[config.mk]
export PLATFORM = sky130hd
export DESIGN_NAME = snake_game_ctrl
export DESIGN_NICKNAME = d
export VERILOG_FILES = /design/src/rtl/snake_game_ctrl.sv
export SDC_FILE = /design/constraint.sdc
export NUM_CORES = 1
export LEC_CHECK = 0
export CAP_MARGIN = 20
export CELL_PAD_IN_SITES_DETAIL_PLACEMENT = 1
export CELL_PAD_IN_SITES_GLOBAL_PLACEMENT = 1
export CORE_ASPECT_RATIO = 0.6
export CORE_MARGIN = 4
export CORE_UTILIZATION = 35
export CTS_CLUSTER_DIAMETER = 150
export CTS_CLUSTER_SIZE = 14
export DETAILED_ROUTE_END_ITERATION = 10
export GPL_TIMING_DRIVEN = 1
export PLACE_DENSITY_LB_ADDON = 0.1
export SKIP_CTS_REPAIR_TIMING = 1
export SYNTH_ARGS = -nofsm -noshare
export SYNTH_HDL_FRONTEND = slang
export SYNTH_SLANG_ARGS = --single-unit
[constraint.sdc]
create_clock -name CLK_100MHz -period 4.21 [get_ports CLK_100MHz]
set_input_delay 0.842 -clock CLK_100MHz [delete_from_list [all_inputs] [get_ports CLK_100MHz]]
set_output_delay 0.842 -clock CLK_100MHz [all_outputs]
set_load 0.005 [all_outputs]
[src/rtl/snake_game_ctrl.sv]
// Snake game sequencer: IDLE/PLAY/PAUSED/OVER control, speed-scaled movement strobe
// and reversal-safe direction arbitration for the snake datapath.
//
// state  | meaning
// IDLE   | datapath held in reset, waiting for btn_start
// PLAY   | moving: tick counter, direction and score live
// PAUSED | everything frozen until btn_pause/btn_start
// OVER   | collision seen, timed hold before returning to IDLE
module snake_game_ctrl #(
    parameter int DIV_W       = 24,
    parameter int BASE_DIV    = 10000000,
    parameter int STEP_DIV    = 250000,
    parameter int MIN_DIV     = 2500000,
    parameter int OVER_CYCLES = 200000000,
    parameter int SCORE_W     = 8
) (
    input  logic               CLK_100MHz,
    input  logic               Reset_n,
    input  logic               btn_start,
    input  logic               btn_pause,
    input  logic               btn_up,
    input  logic               btn_right,
    input  logic               btn_down,
    input  logic               btn_left,
    input  logic               gameOver,
    input  logic               apple_eaten,
    output logic [1:0]         dir,
    output logic               Go,
    output logic               game_reset,
    output logic               update_tick,
    output logic [1:0]         state,
    output logic [SCORE_W-1:0] score
);

    typedef enum logic [1:0] {
        IDLE   = 2'b00,
        PLAY   = 2'b01,
        PAUSED = 2'b10,
        OVER   = 2'b11
    } gameState_t;

    localparam int OVER_W = $clog2(OVER_CYCLES + 1);

    localparam logic [DIV_W-1:0]   BASE_P    = DIV_W'(BASE_DIV);
    localparam logic [DIV_W-1:0]   STEP_P    = DIV_W'(STEP_DIV);
    localparam logic [DIV_W-1:0]   MIN_P     = DIV_W'(MIN_DIV);
    // Smallest period that can still take a full step without dropping under the floor
    localparam logic [DIV_W:0]     STEP_OK   = (DIV_W+1)'(MIN_DIV) + (DIV_W+1)'(STEP_DIV);
    localparam logic [OVER_W-1:0]  OVER_LAST = OVER_W'(OVER_CYCLES - 1);
    localparam logic [SCORE_W-1:0] SCORE_MAX = '1;

    gameState_t        gameState;
    logic [DIV_W-1:0]  period;
    logic [DIV_W-1:0]  tickCnt;
    logic [OVER_W-1:0] overCnt;
    logic [1:0]        pendingDir;
    logic [1:0]        btnDir;
    logic              btnAny;

    assign state      = gameState;
    assign game_reset = (gameState == IDLE);

    always_comb begin
        btnAny = btn_up | btn_right | btn_down | btn_left;
        btnDir = 2'b11;
        if (btn_up)
            btnDir = 2'b00;
        else if (btn_right)
            btnDir = 2'b01;
        else if (btn_down)
            btnDir = 2'b10;
    end

    always_ff @(posedge CLK_100MHz) begin
        if (!Reset_n) begin
            gameState   <= IDLE;
            dir         <= 2'b01;
            pendingDir  <= 2'b01;
            Go          <= 1'b0;
            update_tick <= 1'b0;
            score       <= '0;
            period      <= BASE_P;
            tickCnt     <= '0;
            overCnt     <= '0;
        end else begin
            Go          <= 1'b0;
            update_tick <= 1'b0;
            case (gameState)
                IDLE: begin
                    if (btn_start) begin
                        gameState  <= PLAY;
                        Go         <= 1'b1;
                        score      <= '0;
                        period     <= BASE_P;
                        dir        <= 2'b01;
                        pendingDir <= 2'b01;
                        tickCnt    <= '0;
                    end
                end
                PLAY: begin
                    // Reversal is judged against the committed direction only
                    if (btnAny && (btnDir != (dir ^ 2'b10)))
                        pendingDir <= btnDir;
                    if (apple_eaten) begin
                        if (score != SCORE_MAX)
                            score <= score + 1'b1;
                        period <= ({1'b0, period} >= STEP_OK) ? (period - STEP_P) : MIN_P;
                    end
                    if (gameOver) begin
                        gameState <= OVER;
                        overCnt   <= '0;
                    end else if (btn_pause) begin
                        gameState <= PAUSED;
                    end else if (tickCnt >= (period - 1'b1)) begin
                        // >= catches a count already past a freshly shortened period
                        tickCnt     <= '0;
                        update_tick <= 1'b1;
                        dir         <= pendingDir;
                    end else begin
                        tickCnt <= tickCnt + 1'b1;
                    end
                end
                PAUSED: begin
                    if (btn_pause || btn_start)
                        gameState <= PLAY;
                end
                OVER: begin
                    if (btn_start || (overCnt == OVER_LAST))
                        gameState <= IDLE;
                    else
                        overCnt <= overCnt + 1'b1;
                end
                default: gameState <= IDLE;
            endcase
        end
    end

endmodule

Word-level counts from Yosys, hierarchy flattened
Cells that the tools add are included.
{"block": "classes", "multipliers": 0, "n_eq_ne": 18, "n_lt_le_gt_ge": 2, "addsub": 5, "n_div": 0, "n_reduce_logical": 15, "n_mux": 33, "shifts": 0, "n_bitwise": 6}
{"op": "$mux 24", "count": 7}
{"op": "$pmux 24 s2", "count": 2}
{"op": "$mux 28", "count": 2}
{"op": "$pmux 28 s2", "count": 1}
{"op": "$add 28x1->28 const B", "count": 1}
{"op": "$eq 28x28->1 const B", "count": 1}
{"op": "$add 24x1->24 const B", "count": 1}
{"op": "$ge 24x22->1 const B", "count": 1}
{"op": "$ge 24x24->1", "count": 1}
{"op": "$mux 8", "count": 3}
{"op": "$sub 24x1->24 const B", "count": 1}
{"op": "$sub 24x18->24 const B", "count": 1}
{"op": "$mux 2", "count": 11}
{"op": "$ne 2x2->1 const B", "count": 11}
{"op": "$pmux 8 s2", "count": 1}
{"op": "$reduce_and 4->1", "count": 3}
{"op": "$reduce_and 3->1", "count": 3}
{"op": "$add 8x1->8 const B", "count": 1}
{"op": "$ne 8x8->1 const B", "count": 1}
{"op": "$pmux 2 s2", "count": 2}
{"op": "$pmux 2 s4", "count": 1}
{"op": "$reduce_and 5->1", "count": 1}
{"op": "$eq 2x2->1 const B", "count": 2}
{"op": "$reduce_bool 2->1", "count": 2}
{"op": "11 further kinds", "count": 18}
{"block": "word_totals", "input_bits": 10, "mem_bits_ro": 0, "output_inout_bits": 15, "memories": 0, "regBits": 92, "mem_bits_rw": 0, "latchBits": 0}

Depth between registers and ports, before layout
Gate-level depths: netlist (run 1).
{"block": "depth", "depth_word": 7, "mapped_depth": 15}

Least setup slack after synthesis (run 1)
OpenSTA, ideal clock, no wires.
{"block": "synth_path", "kind": "reg2reg", "startpoint": "reg period[10]", "endpoint": "reg tickCnt[10]", "setup_slack_ps": 648, "path_stages_with_launch": 15, "period_less_slack_ps": 3562, "arrival_time_ps": 3429, "path_buffers": 2, "required_time_ps": 4077, "cell_sequence": "dfxtp_1 clkbuf_1 nor3_1 nand3_1 nor4_1 nand2_1 xnor2_1 ha_1 nand4_1 nor3_1 o311ai_0 and4_1 clkbuf_1 o21ai_1 nor2_1"}
{"block": "synth_between", "elab_chain_len": 6}
{"item": "from (decl)", "line_no": "53", "source": "logic [DIV_W-1:0] period;"}
{"item": "from (signal assigned)", "line_no": "107", "source": "period <= ({1'b0, period} >= STEP_OK) ? (period - STEP_P) : MIN_P;"}
{"item": "$sub 24x1->24", "line_no": "114", "source": "end else if (tickCnt >= (period - 1'b1)) begin"}
{"item": "$ge 24x24->1", "line_no": "114"}
{"item": "$mux 24", "line_no": "114"}
{"item": "$mux 24", "line_no": "112", "source": "end else if (btn_pause) begin"}
{"item": "$mux 24", "line_no": "109", "source": "if (gameOver) begin"}
{"item": "$pmux 24 s2", "line_no": "88", "source": "case (gameState)"}
{"item": "to (signal assigned)", "line_no": "120", "source": "tickCnt <= tickCnt + 1'b1;"}
{"item": "to (decl)", "line_no": "54", "source": "logic [DIV_W-1:0] tickCnt;"}
Every way passes these cells. The select of a mux whose other input is x is not followed.
A chain may end at the register's enable or synchronous reset.

Worst setup path in the final report (run 1)
{"block": "layout_path", "startpoint": "reg period[4]", "endpoint": "reg tickCnt[0]"}
Same word-level chain as after synthesis.

==> results of run 1 <==
-- critical path: stages, from the launching register on --
cell and delay (ns):
dfxtp_1 0.38, inv_1 0.13, ha_1 0.27, nand3_1 0.21, nor4_1 0.36, buf_4 0.19, nand2_1 0.06, xnor2_1 0.14
ha_1 0.31, nand4_1 0.16, nor3_1 0.09, a221oi_1 0.55, nand4_1 0.37, or3_1 0.42, a21oi_1 0.15
-- where the power goes --
| group | total (uW) | switching, uW | internal [uW] |
|---|---|---|---|
| clock network | 839 | 360 | 479 |
| registers | 876 | 30.9 | 845 |
| logic | 229 | 150 | 79.5 |
-- cell families (layout without fill, tap and decap cells) --
family | count (synthesis) | in the layout | share of synthesized area
AO/OA/AOI/OAI | 157 | 157 | 0.188
XOR/XNOR | 53 | 53 | 0.0870
adder cells (fa/ha/maj) | 27 | 27 | 0.0633
buffers and inverters | 54 | 70 | 0.0425
flip-flops | 88 | 88 | 0.330
multiplexers | 3 | 3 | 0.00563
AND/OR/NAND/NOR | 293 | 293 | 0.283
-- registers in the layout (all words and copies together), names as in the netlist --
signal / flops
Go: 1
dir: 2
overCnt: 28
pendingDir: 2
period: 20
score: 8
state: 2
tickCnt: 24
update_tick: 1
-- per-layer routing --
| layer | global-route usage | vias up | wire length (um) |
|---|---|---|---|
| met1 | 0.334 | 2560 | 9980 |
| li1 | - | 2479 | - |
| met4 | 0.0423 | 0 | 193 |
| met2 | 0.275 | 131 | 6770 |
| met3 | 0.0449 | 18 | 924 |
| met5 | 0 | - | 0 |
-- worst max path at each step --
| stage | startpoint | end | slack (ns) | cells after the start |
|---|---|---|---|---|
| floorplan | period[10] | tickCnt[10] | 0.65 | 14 |
| global placement | period[12] | tickCnt[14] | 0.47 | 12 |
| detailed placement | period[4] | tickCnt[12] | 0.31 | 14 |
| CTS | period[4] | tickCnt[8] | 0.25 | 14 |
| global route | period[4] | tickCnt[4] | 0.02 | 14 |
| finish | period[4] | tickCnt[0] | 0.36 | 14 |
-- cell usage in the layout, fill, tap and decap left out, types with 14 or more instances in the layout --
cell type	netlist	routed
nand2_1	59	59
nor2_1	71	71
nor4_1	14	14
ha_1	27	27
clkdlybuf4s50_1	0	24
nand4_1	20	20
nand3_1	26	26
xnor2_1	23	23
xor2_1	30	30
o21ai_0	35	35
inv_1	16	16
dfxtp_1	88	88
nor3_1	23	23
or3_1	15	15
buf_4	1	14
a21oi_1	45	45
-- metrics by stage --
step	utilization	cell area (um^2)
2_1_floorplan	-	5330
3_3_place_gp	0.392	5760
3_5_place_dp	0.392	5760
4_1_cts	0.412	6060
5_1_grt	0.412	6070
6_report	0.412	6070
-- layout make-up --
class,instances,area (um^2)
inverters,16,60.1
repair buffers,38,345
flip-flops and latches,88,1760
clock buffers,12,246
multi-input cells,533,3350
fillers,1817,8650
clock inverters,4,53.8
well taps,198,248
==> flow_summary_export.csv, run 1 <==
group,metric,value,unit
global_route,grt_pass1_vias,5189,
synthesis,synth_seq_cells,88,
synthesis,synth_area,0.00533,mm^2
setup_path,critPathRequiredTime,4.48,ns
status,run_status,"complete, no violations",
synthesis,syn_inst,675,
sta,period_needed,3.85,ns
hold_path,holdPathEnd,"dir[1]",
global_route,grt_max_degree,27,
clock_network,root_buffer,"clkbuf_16",
sta,tightest_slew,0.870,ns
sta,max_freq,260,MHz
detailed_routing,wire_per_inst,20.1,um
final_layout,finalNonFillerCells,889,
place,place.gp.congestion,0.850,
die,start_util,0.362,
sta,hold_violations,0,
die,dieArea,0.0173,mm^2
hold_path,worstHoldStart,"pendingDir[1]",
sta,layout_setup_ws,0.361,ns
global_route,grt_usage,0.207,
die,pin_count,25,
sta,post-route-period-util,0.914,
synthesis,yosysUniqueCellTypes,62,
setup_path,worst-endpoint-arrival,4.12,ns
die,dieWidth,167,um
setup_path,reg2reg_from,"period[4]",
synthesis,synth-main-ff-cell,"dfxtp_1",
final_layout,syn_to_final_growth,13.8,%
detailed_routing,finalWirelength,17.9,mm
synthesis,ys_seq_area_frac,0.330,
detailed_routing,via_per_inst,5.84,
synthesis,avgSynthCellArea,7.90,um^2
synthesis,yosysWarnings,0,
sta,setup_viol,0,
sta,rsz0062_at_grt,"false",
die,coreArea,0.0147,mm^2
sta,slew_viol_final,0,
final_layout,diodes,0,
detailed_routing,drtAntennaViolNets,0,
job,maxCapViolCount,0,
power,power.density,320,mW/mm^2
synthesis,yosysMostFrequentCell,"dfxtp_1",
sta,skew,0.00558,ns
power,ir_drop,0.166,mV
hold_path,hold_depth,2,
die,rows,34,
synthesis,synth_area_leader_cell,"dfxtp_1",
global_route,grt_overflow,0,
detailed_routing,drc,0,
global_route,antenna_found_initial,1,
place,dpl.cell_count,873,
synthesis,synth-async-reset-ratio,0,
clock_network,clkSlewWorstSetupHoldPaths,0.07,ns
clock_network,clock_latency,0.34,ns
final_layout,final_layout_size_suffix_gt1_frac,0.0564,
clock_network,htree_levels,3,
synthesis,yosys-top-cells-area,"dfxtp_1 (33%), ha_1 (6.3%), nor2_1 (5.0%)",
clock_network,cts_tree,"built",
synthesis,synthTopCellsByCount,"dfxtp_1 (88), nor2_1 (71), nand2_1 (59), a21oi_1 (45), o21ai_0 (35)",
hold_path,min_path_type,"register to register",
final_layout,final_nets,723,
detailed_routing,drtPass1Iterations,5,
sta,whs,0.487,ns
setup_path,path_class,"register to register",
power,total_power,1940,uW
setup_path,path_max_fanout,7,
detailed_routing,drtIter0Drc,398,
synthesis,synth_top_area_share,0.330,
die,die_h,104,um
synthesis,synth_edf_count,0,
clock_network,clock_path_buffers,2,
clock_network,cts_made_buffers,9,
setup_path,ff2ff_setup_slack,0.36,ns
setup_path,cp-start-kind,"register",
power,p_leak,0.00206,uW
clock_network,clock-sinks,88,
place,port_buffers,24,
setup_path,end_kind,"register",
setup_path,r2r-end,"tickCnt[0]",
place,pre_cts_ws,0.308,ns
sta,setup_tns,0,ns
sta,slew_headroom,0.420,
synthesis,synth_fp_nets,712,
global_route,grt_pass1_wl,29.1,mm
setup_path,r2r_cells,14,
place,dp_hpwl,13.4,mm
detailed_routing,num_vias,5188,
(Power assumes the default switching activity.)
==> inputs of run 2 (changes only) <==
CORE_MARGIN = unset   (was 4)
==> flow_summary_export.csv, run 2 (synthesis results as in run 1) <==
group,metric,value,unit
global_route,grt_pass1_vias,5043,
place,pre_cts_ws,0.344,ns
setup_path,end_kind,"register",
die,die_h,97.6,um
detailed_routing,drc,0,
setup_path,r2r-end,"tickCnt[3]",
setup_path,cp-start-kind,"register",
sta,post-route-period-util,0.913,
final_layout,finalNonFillerCells,888,
setup_path,worst_path_dominant_cell_family,"simple AND/OR/NAND/NOR gates",
sta,max_freq,260,MHz
setup_path,worst_path_largest_cell_delay,0.60,ns
setup_path,path_class,"register to register",
die,rows,34,
die,start_util,0.363,
setup_path,ff2ff_setup_slack,0.37,ns
detailed_routing,drtIter0Drc,341,
setup_path,cpMostUsedCell,"nor2_1",
setup_path,r2r_cells,13,
sta,layout_setup_ws,0.368,ns
job,maxCapViolCount,0,
clock_network,clock_path_buffers,2,
sta,setup_tns,0,ns
status,run_status,"complete, no violations",
place,dp_hpwl,12.8,mm
detailed_routing,drtAntennaViolNets,0,
final_layout,fillers,1810,
final_layout,mostFrequentLayoutCell,"dfxtp_1",
power,power.density,323,mW/mm^2
final_layout,diodes,0,
place,port_buffers,24,
power,total_power,1960,uW
setup_path,worst-endpoint-arrival,4.08,ns
setup_path,crit_start,"period[12]",
setup_path,cpMaxStageDelayCell,"or4_1",
final_layout,syn_to_final_growth,13.9,%
power,ir_drop,0.178,mV
clock_network,cts_made_buffers,9,
setup_path,cp_cell_sequence,"or4_1, nor2_1, nand3_1, nor2_1, nand2_1, xor2_1, ha_1, nand4_1, nor3_1, o311ai_0, and4_1, and3_1, o31a_1",
sta,setup_viol,0,
die,coreArea,0.0147,mm^2
detailed_routing,wire_per_inst,19.2,um
global_route,grt_pass1_wl,28.0,mm
hold_path,holdPathEnd,"dir[1]",
setup_path,reg2reg_from,"period[12]",
final_layout,final_nets,722,
sta,skew,0.0115,ns
setup_path,critPathRequiredTime,4.45,ns
die,dieWidth,161,um
sta,hold_violations,0,
clock_network,clkSlewWorstSetupHoldPaths,0.08,ns
sta,slew_headroom,0.337,
global_route,grt_usage,0.228,
place,dpl.cell_count,871,
sta,slew_viol_final,0,
clock_network,cts_tree,"built",
sta,tightest_slew,0.989,ns
hold_path,min_path_type,"register to register",
final_layout,final_layout_size_suffix_gt1_frac,0.0580,
place,place.gp.congestion,0.837,
hold_path,worstHoldStart,"pendingDir[1]",
die,dieArea,0.0158,mm^2
final_layout,largestRegisters,"overCnt (28), tickCnt (24), period (20)",
global_route,antenna_found_initial,0,
detailed_routing,num_vias,5094,
clock_network,clock-sinks,88,
clock_network,htree_levels,3,
final_layout,largest_reg_flops,28,
hold_path,hold_depth,2,
global_route,grt_max_degree,27,
final_layout,final_cell_mix,"dfxtp_1 (88), nor2_1 (71), nand2_1 (59)",
detailed_routing,drtPass1Iterations,5,
power,p_leak,0.00207,uW
clock_network,clock_latency,0.35,ns
global_route,grt_overflow,0,
final_layout,largest_register,"overCnt",
sta,period_needed,3.84,ns
setup_path,path_max_fanout,11,
clock_network,root_buffer,"clkbuf_16",
die,pin_count,25,
sta,whs,0.489,ns
detailed_routing,via_per_inst,5.74,
detailed_routing,finalWirelength,17.1,mm
setup_path,cp_num_buf_inv,0,
sta,rsz0062_at_grt,"false",
==> run 2: power by group <==
group,internal (uW),leakage [uW],total (uW),switching (uW)
clock,475,0.000150,862,388
combinational,78.5,0.00121,228,149
sequential,845,0.000711,873,27.8
==> run 2: area by class of cell <==
class | instances | area [um^2] | area share
Multi-Input combinational cell | 533 | 3360 | 0.552
Sequential cell | 88 | 1760 | 0.290
Timing Repair Buffer | 37 | 338 | 0.0556
Tap cell | 198 | 248 | 0.0408
Clock buffer | 9 | 225 | 0.0371
Clock inverter | 7 | 86.3 | 0.0142
Inverter | 16 | 60.1 | 0.00989
==> run 2: worst register-to-register path, stage by stage (launching register included) <==
cell and delay (ns):
dfxtp_1 0.42, or4_1 0.60, nor2_1 0.11, nand3_1 0.14, nor2_1 0.16, nand2_1 0.08, xor2_1 0.17, ha_1 0.32
nand4_1 0.16, nor3_1 0.34, o311ai_0 0.35, and4_1 0.41, and3_1 0.21, o31a_1 0.26
==> run 2: worst max path at each step <==
stage / end / slack [ns] / depth (start not counted)
floorplan: tickCnt[10] / 0.65 / 14
global placement: tickCnt[21] / 0.47 / 14
detailed placement: tickCnt[16] / 0.34 / 14
CTS: tickCnt[16] / 0.31 / 14
global route: tickCnt[3] / 0.02 / 13
finish: tickCnt[3] / 0.37 / 13
==> run 2: stage by stage <==
stage               cell area, um^2  utilization
finish                         6070        0.414
global route                   6070        0.414
CTS                            6060        0.413
detailed placement             5750        0.392
global placement               5750        0.392
floorplan                      5330            -
==> run 2: per-layer routing <==
layer / GRT usage / share of wire / vias up
met5: 0 / 0 / -
met4: 0.0472 / 0.010 / 0
met3: 0.0452 / 0.049 / 20
met2: 0.316 / 0.39 / 110
met1: 0.354 / 0.55 / 2479
li1: - / - / 2485
==> inputs of run 3 (changes only) <==
SKIP_CTS_REPAIR_TIMING = unset   (was 1)
==> results of run 3 <==
Final layout, timing and power as in run 2 (identical DEF).
